## config.mk

```make
export PLATFORM = sky130hd
export DESIGN_NAME = uart_tx_serializer
export DESIGN_NICKNAME = d
export VERILOG_FILES = /design/src/rtl/uart_pkg.sv /design/src/rtl/uart_tx_serializer.sv
export SDC_FILE = /design/constraint.sdc
export NUM_CORES = 1
export LEC_CHECK = 0
export ABC_AREA = 1
export CAP_MARGIN = 20
export CORE_ASPECT_RATIO = 1.25
export CORE_MARGIN = 8
export CORE_UTILIZATION = 32
export CTS_BUF_LIST = sky130_fd_sc_hd__clkbuf_8
export DETAILED_ROUTE_END_ITERATION = 10
export SYNTH_ARGS = -nofsm -noshare
export SYNTH_HDL_FRONTEND = slang
export SYNTH_SLANG_ARGS = --single-unit
```

## constraint.sdc

```tcl
create_clock -name clk -period 2.7 [get_ports clk]
set_input_delay 0.54 -clock clk [delete_from_list [all_inputs] [get_ports clk]]
set_output_delay 0.54 -clock clk [all_outputs]
set_load 0.01 [all_outputs]
```

## src/rtl/uart_pkg.sv

```systemverilog
// Shared UART definitions: FSM states, parity-mode encodings and the parity helper.
// The receiver reuses this package, so nothing here is specific to the transmitter.
package uart_pkg;

  localparam int MAX_DATA_BITS = 9;

  localparam int PARITY_NONE = 0;
  localparam int PARITY_ODD  = 1;
  localparam int PARITY_EVEN = 2;

  typedef enum logic [2:0] {
    ST_IDLE,
    ST_START,
    ST_DATA,
    ST_PARITY,
    ST_STOP
  } uart_state_e;

  // Narrower words are zero-extended into data; extra zeros leave the XOR unchanged.
  function automatic logic calc_parity(input logic [MAX_DATA_BITS-1:0] data, input int mode);
    case (mode)
      PARITY_ODD:  return ~^data;
      PARITY_EVEN: return ^data;
      default:     return 1'b0;
    endcase
  endfunction

endpackage

```

## src/rtl/uart_tx_serializer.sv

```systemverilog
// UART transmit serializer: accepts a word over valid/ready and shifts out
// start, LSB-first data, optional parity and stop bits, one bit per bit_tick.
module uart_tx_serializer
  import uart_pkg::*;
#(
  parameter int DATA_BITS = 8,
  parameter int PARITY    = PARITY_NONE,
  parameter int STOP_BITS = 1
) (
  input  logic                 clk,
  input  logic                 rst_n,
  input  logic [DATA_BITS-1:0] tx_data,
  input  logic                 tx_valid,
  output logic                 tx_ready,
  output logic                 baud_en,
  input  logic                 bit_tick,
  output logic                 tx,
  output logic                 tx_done,
  output logic                 busy
);

  localparam int               CNT_W     = $clog2(DATA_BITS);
  localparam logic [CNT_W-1:0] LAST_BIT  = CNT_W'(DATA_BITS - 1);
  localparam logic             LAST_STOP = 1'(STOP_BITS - 1);

  uart_state_e          state;
  logic [DATA_BITS-1:0] shreg;
  logic                 par_bit;
  logic [CNT_W-1:0]     bit_cnt;
  logic                 stop_cnt;

  assign tx_ready = (state == ST_IDLE);
  assign busy     = ~tx_ready;

  always_ff @(posedge clk or negedge rst_n) begin
    if (!rst_n) begin
      state    <= ST_IDLE;
      shreg    <= '0;
      par_bit  <= 1'b0;
      bit_cnt  <= '0;
      stop_cnt <= 1'b0;
      tx       <= 1'b1;
      baud_en  <= 1'b0;
      tx_done  <= 1'b0;
    end else begin
      tx_done <= 1'b0;
      case (state)
        ST_IDLE: begin
          // bit_tick is deliberately not looked at here, even on the accept edge.
          if (tx_valid) begin
            shreg   <= tx_data;
            par_bit <= calc_parity(MAX_DATA_BITS'(tx_data), PARITY);
            tx      <= 1'b0;
            baud_en <= 1'b1;
            state   <= ST_START;
          end
        end
        ST_START: begin
          if (bit_tick) begin
            bit_cnt <= '0;
            tx      <= shreg[0];
            state   <= ST_DATA;
          end
        end
        ST_DATA: begin
          if (bit_tick) begin
            if (bit_cnt != LAST_BIT) begin
              // The bit after the shift is shreg[1] now, so drive it directly.
              bit_cnt <= bit_cnt + CNT_W'(1);
              shreg   <= shreg >> 1;
              tx      <= shreg[1];
            end else if (PARITY != PARITY_NONE) begin
              tx    <= par_bit;
              state <= ST_PARITY;
            end else begin
              stop_cnt <= 1'b0;
              tx       <= 1'b1;
              state    <= ST_STOP;
            end
          end
        end
        ST_PARITY: begin
          if (bit_tick) begin
            stop_cnt <= 1'b0;
            tx       <= 1'b1;
            state    <= ST_STOP;
          end
        end
        ST_STOP: begin
          if (bit_tick) begin
            if (stop_cnt != LAST_STOP) begin
              stop_cnt <= 1'b1;
            end else begin
              baud_en <= 1'b0;
              tx_done <= 1'b1;
              state   <= ST_IDLE;
            end
          end
        end
        default: begin
          tx      <= 1'b1;
          baud_en <= 1'b0;
          state   <= ST_IDLE;
        end
      endcase
    end
  end

endmodule
```

==> impl_results.md, run 1 <==
* Routed Antenna Nets at 0
* Mapped cell area at 942 um2
* Element type at the critical path end: primary output
* Total placed cells including tap cells at 176
* Initial antenna violation count at 0
* Fin cells at 180
* Slew headroom at 48.1%
* Switch share at 43.3%
* Full die area at a little under 0.005 mm2
* Synthesis warning total at 0
* Hold Buf Count CTS at 0
* Drt via density at approximately 4.6
* Final Hold Viols at 0
* Top cell type's share of synthesized area at between 40% and 50%
* Final Max Tran Viols at 0
* Status: complete, no violations
* Placer's final routability congestion estimate at 0.894
* Clock Sinks at 17
* Antenna diode count at 0
* Die Y at around 77 um
* Hold Slack at 0.477 ns
* Fin crit period at 2.17 ns
* Starting density of the core at 32.9%
* 1st-pass router iterations at 4
* Final setup vio count at 0
* CP max FO at 5
* Worst EP required at around 2.2 ns
* First DRT Iteration DRCs at 18
* Die width at 64.5 um
* Final Cycle Share at between 80 and 90%
* Leading cell type in the layout, fill and taps excluded: nand2_1
* Area leader, netlist: dfrtp_1
* Residual DRC count at 0
* Rows at 22
* P&R area growth vs syn at 25.4%
* CTS Buf Count at 3
* First-pass GRT wire length at about 3400 um
* Num ports at 17
* Unique cell type count in the Yosys netlist at 17
* NetSw at 0.541 mW
* # resized after CTS at 0
* Clock power frac at between 10% and 20%
* Clock slew seen by the registers of the worst setup and hold paths at around 0.06 ns
* Post-CTS Setup Repair Bufs at 0
* Main area contributors after synthesis: dfrtp_1 42%, nand2_1 23%, nand3_1 6.9%, nor2_1 3.6%, nand2_4 3.6%
* Input/output buffers at 16
* Sequential share of power at 35.9%
* Clk buf depth at 2
* Commonest cells after routing, fill and taps aside: 58 x nand2_1, 16 x dfrtp_1, 16 x clkdlybuf4s50_1
* #FFs+latches synth at 17
* P_int at 0.709 mW
* Synth Instances at 125
* Gr usage total at 8.39%
* CP Class: flop to primary output
* Synth Net Count at roughly 140
* Core area at approximately 0.0029 mm2
* Worst endpoint data arrival time at between 1.5 and 2 ns
* Vias in the first global route at 821
* Post-DP HPWL at about 1500 um
* Worst IR Drop VDD at 518 uV
* Leakage at 0.627 nW
* Wire per inst at 10.7 um
* Final net count at roughly 160
* Clock network latency to the later pin of the worst-skew pair at ~0.25 ns
* Final worst slack at 0.532 ns
* Largest net degree at the start of global routing at 18
* Placement Setup Slack at 0.789 ns
* Max cap viols at 0
* Worst Tran Pin Value at 0.776 ns
* Drt total wl at 1930 um
* Sequential fraction of the synthesis area at around 45%
* Final core utilization at between 40% and 50%
* Cell Pwr Density at 1060 mW/mm2
* H-tree depth at 1
* RSZ-0062 raised after global routing: no
* Synth Area per Inst at 7.54 um2
* Via Count at between 800 and 900
* Hold Crit Class: flop to flop
* Worst Setup Start Kind: flop
* Congestion Overflow GR at 0
* Clk_skew at 0.000342 ns
* Share of layout cells above drive strength 1 at 9.03%
* Comb pwr share at 49.3%
* Root Buffer: clkbuf_8
* CTS tree: yes
* Fin Setup TNS at 0 ns
* Fmax at 461 MHz
==> worst max-delay path: stages, from the launching register on <==
cell and delay [ns]:
dfrtp_1 0.44, inv_1 0.15, nand2_1 0.10, nor2_1 0.13, clkdlybuf4s50_1 0.55
==> power groups by stage <==
stage                     Combinational [mW]  Sequential [mW]  Clock, mW
after floorplan                        0.456            0.433          0
after global placement                 0.619            0.449          0
after detailed placement               0.623            0.454          0
after CTS                              0.627            0.450      0.194
after global routing                   0.708            0.464      0.202
final                                  0.617            0.449      0.184
==> metrics by stage <==
stage	area, um2	power [mW]
after floorplan	942	0.889
after global placement	1140	1.07
after detailed placement	1140	1.08
after CTS	1180	1.27
after global routing	1180	1.37
final	1180	1.25
==> cell usage after synthesis <==
| cell | n |
|---|---|
| nor3_1 | 1 |
| buf_6 | 1 |
| o21ai_0 | 6 |
| nor2_2 | 1 |
| dfrtp_1 | 16 |
| inv_2 | 1 |
| nand2_4 | 3 |
| nand3_2 | 2 |
| nand2_2 | 1 |
| nand3b_1 | 2 |
| nor2_1 | 9 |
| ha_1 | 2 |
| nand3_1 | 13 |
| dfstp_2 | 1 |
| nor3_4 | 1 |
| nand2_1 | 58 |
| inv_1 | 7 |
==> flip-flops by register name, indices dropped and copies added, names as in the netlist <==
signal	count
tx	1
baud_en	1
shreg	8
state	3
tx_done	1
bit_cnt	3
==> path summary, 6_finish.rpt <==
| path | startpoint | endpoint | slack (ns) | cells past startpoint |
|---|---|---|---|---|
| setup / recovery | state[0]$_DFFE_PN0P_ | tx_ready | 0.53 | 4 |
| hold / removal | shreg[7]$_DFFE_PN0P_ | shreg[7]$_DFFE_PN0P_ | 0.48 | 2 |
| setup reg to reg | bit_cnt[0]$_DFFE_PN0P_ | bit_cnt[2]$_DFFE_PN0P_ | 1.20 | 8 |
| hold reg to reg | shreg[7]$_DFFE_PN0P_ | shreg[7]$_DFFE_PN0P_ | 0.48 | 2 |
| max in group asynchronous | rst_n | bit_cnt[0]$_DFFE_PN0P_ | 1.47 | 1 |
| min in group asynchronous | rst_n | shreg[4]$_DFFE_PN0P_ | 0.74 | 1 |
==> routing by layer <==
layer  global-route usage, %  vias up  part of all wire, %
met4                    4.16        0                  2.3
met2                    13.5       17                   47
met1                    10.0      371                   47
met3                    2.18        5                  3.7
met5                       0        -                    0
li1                        -      434                    -
==> kinds of logic after synthesis <==
kind of cell / Yosys count / synth area share (%)
fa+ha+maj: 2 / 2.66
compound gates: 6 / 3.19
buf+inv: 9 / 4.38
flops: 17 / 45.3
simple gates: 91 / 44.5
==> area by class of cell <==
class | count | area, um2
fill | 329 | 1680
multi-input combinational | 99 | 474
sequential | 17 | 427
timing repair buffer | 16 | 160
tap | 36 | 45.0
clock buffer | 3 | 41.3
inverter | 8 | 30.0
clock inverter | 1 | 3.75
(Power assumes the default switching activity.)
==> run 2, diff against run 1 <==
==> constraint.sdc (replaced) <==
create_clock -name clk -period 2.1 [get_ports clk]
set_input_delay 0.42 -clock clk [delete_from_list [all_inputs] [get_ports clk]]
set_output_delay 0.42 -clock clk [all_outputs]
set_load 0.01 [all_outputs]
==> run 2 against run 1 <==
Clock power rose by 35%. Count of clock-buffer cells in the layout did not move. Sequential share of layout area fell by 0.27 points. Combinational power rose by 28%. Core utilization rose by 0.44 points. Design area rose by 1.1%. Critical path type unchanged. Largest power group unchanged.
==> impl_results.md, run 2 (synthesized netlist as in run 1, its figures left out) <==
* Max cap viols at 0 (unchanged)
* Met1 usage at 8.69% (-1.3 points)
* Drt via density at 4.69 (+2.1%)
* Fin Setup TNS at 0 ns (unchanged)
* First DRT Iteration DRCs at 20 (+2)
* Die Y at 76.7 um (unchanged)
* Post-DP HPWL at 1530 um (+2.8%)
* # resized after CTS at 0 (unchanged)
* Root Buffer: clkbuf_8
* Clock Sinks at 17 (unchanged)
* Final setup vio count at 0 (unchanged)
* Final Cycle Share at around 94%
* Largest regs: shreg x8, bit_cnt x3, state x3
* Vias in the first global route at 845 (+2.9%)
* Switch share at 43.7% (+0.46 points)
* Input/output buffers at 16 (unchanged)
* Core area at 0.00286 mm2 (unchanged)
* Cell Pwr Density at 1360 mW/mm2 (+28%)
* Via Count at 849 (+2.7%)
* Clock slew seen by the registers of the worst setup and hold paths at 0.07 ns (about the same)
* Total power at 1.62 mW (+30%)
* H-tree depth at 1 (unchanged)
* Element type at the critical path end: primary output
* Worst EP required at 1.68 ns (-0.48 ns)
* Post-CTS Setup Repair Bufs at 0 (unchanged)
* Placer's final routability congestion estimate at 0.895 (+0.11%)
* Full die area at 0.00495 mm2 (unchanged)
* Comb pwr share at 48.8% (-0.5 points)
* Hold Buf Count CTS at 0 (unchanged)
* Worst IR Drop VDD at 562 uV (+8.5%)
* CP Class: flop to primary output
* CP max FO at 5 (unchanged)
* Sequential share of power at 35.9% (about the same)
* Met2 Track Usage GR at 14.7% (+1.2 points)
* Status: complete, no violations
* Gr usage total at 8.27% (-0.12 points)
* GR Util met3 at 2.33% (+0.15 points)
* Slew headroom at 70.3% (+22 points)
* Share of layout cells above drive strength 1 at 11.7% (+2.7 points)
* RSZ-0062 raised after global routing: no
* Starting density of the core at 32.9% (unchanged)
* Initial antenna violation count at 0 (unchanged)
* Clk buf depth at 2 (unchanged)
* Worst Setup Start Kind: flop
* Largest net degree at the start of global routing at 18 (unchanged)
* Final Max Tran Viols at 0 (unchanged)
* First-pass GRT wire length at 3420 um (-0.20%)
* Num ports at 17 (unchanged)
* Leading cell type in the layout, fill and taps excluded: nand2_1
* Worst endpoint data arrival time at 1.54 ns (-0.09 ns)
* CTS Buf Count at 3 (unchanged)
* Final Hold Viols at 0 (unchanged)
* Hold Crit Class: flop to flop
* Hold Slack at 0.473 ns (-0.00440 ns)
* 1st-pass router iterations at 4 (unchanged)
* Commonest cells after routing, fill and taps aside: 58 x nand2_1, 15 x dfrtp_1, 15 x clkdlybuf4s50_1
* Leakage at 0.639 nW (+1.9%)
* Die width at 64.5 um (unchanged)
* Drt total wl at 1990 um (+2.9%)
* P&R area growth vs syn at 26.7%
* Largest register by flop count: shreg
* Fin crit period at slightly below 2 ns
* Fmax at 509 MHz
* Residual DRC count at 0 (unchanged)
* Max reg flops at 8 (unchanged)
* CTS tree: yes
* Congestion Overflow GR at 0 (unchanged)
* Final net count at 160 (+0.63%)
* NetSw at 0.710 mW (+31%)
* Routed Antenna Nets at 0 (unchanged)
* Clk_skew at 0.00722 ns (+0.00687 ns)
* Worst Tran Pin Value at 0.444 ns (-0.332 ns)
* Clock power frac at 15.4% (+0.7 points)
* Antenna diode count at 0 (unchanged)
* P_int at 0.913 mW (+29%)
* Wire per inst at 11.0 um (+2.3%)
* Clock network latency to the later pin of the worst-skew pair at 0.25 ns (about the same)
* GR peak layer: met2
* Rows at 22 (unchanged)
-- run 2: changes by cell type in the layout (fill, tap and decap cells not counted), sizes merged --
cell | before | now
buf | 0 | 1
clkdlybuf4s50 | 16 | 15
dlymetal6s2s | 0 | 1
inv | 9 | 8
clkinv | 0 | 1
-- run 2: layout make-up --
cell class / instances / area, um2
fill: 312 / 1670
multi-input combinational: 99 / 474
sequential: 17 / 428
timing repair buffer: 17 / 170
tap: 36 / 45.0
clock buffer: 3 / 41.3
inverter: 8 / 30.0
clock inverter: 1 / 5.00
-- run 2: power by group through the flow --
stage	sequential, mW	combinational [mW]	clock, mW
finish	0.582	0.792	0.249
CTS	0.579	0.811	0.256
global route	0.600	0.898	0.270
global placement	0.577	0.797	0
floorplan	0.557	0.586	0
detailed placement	0.585	0.806	0
-- run 2: metrics by stage --
step / utilization (%) / area (um2) / setup WS, ns / instances
2_1_floorplan: - / 942 / 0.732 / 125
3_3_place_gp: 39.9 / 1140 / 0.330 / 177
3_5_place_dp: 39.9 / 1140 / 0.295 / 177
4_1_cts: 41.6 / 1190 / 0.00640 / 181
5_1_grt: 41.7 / 1190 / 0.00757 / 181
6_report: 41.7 / 1190 / 0.136 / 181
-- run 2: path summary, 6_finish.rpt --
kind	from	cells past startpoint	end	slack [ns]
setup / recovery	state[0]$_DFFE_PN0P_	5	busy	0.14
hold / removal	shreg[7]$_DFFE_PN0P_	2	shreg[7]$_DFFE_PN0P_	0.47
setup reg to reg	bit_cnt[0]$_DFFE_PN0P_	8	bit_cnt[1]$_DFFE_PN0P_	0.59
hold reg to reg	shreg[7]$_DFFE_PN0P_	2	shreg[7]$_DFFE_PN0P_	0.47
max in group asynchronous	rst_n	2	tx$_DFFE_PN1P_	1.36
min in group asynchronous	rst_n	2	state[0]$_DFFE_PN0P_	0.49
-- run 2: critical path, stage by stage, from the launching register on --
cell	delay, ns
dfrtp_2	0.45
inv_2	0.10
nand2_1	0.09
nor2_1	0.13
inv_1	0.05
clkdlybuf4s50_1	0.47
-- run 2: routing by layer --
layer  part of all wire [%]  vias to the layer above
met5                      0                        -
met1                     47                      396
met3                    3.6                        2
met2                     49                       16
met4                   0.81                        0
li1                       -                      435
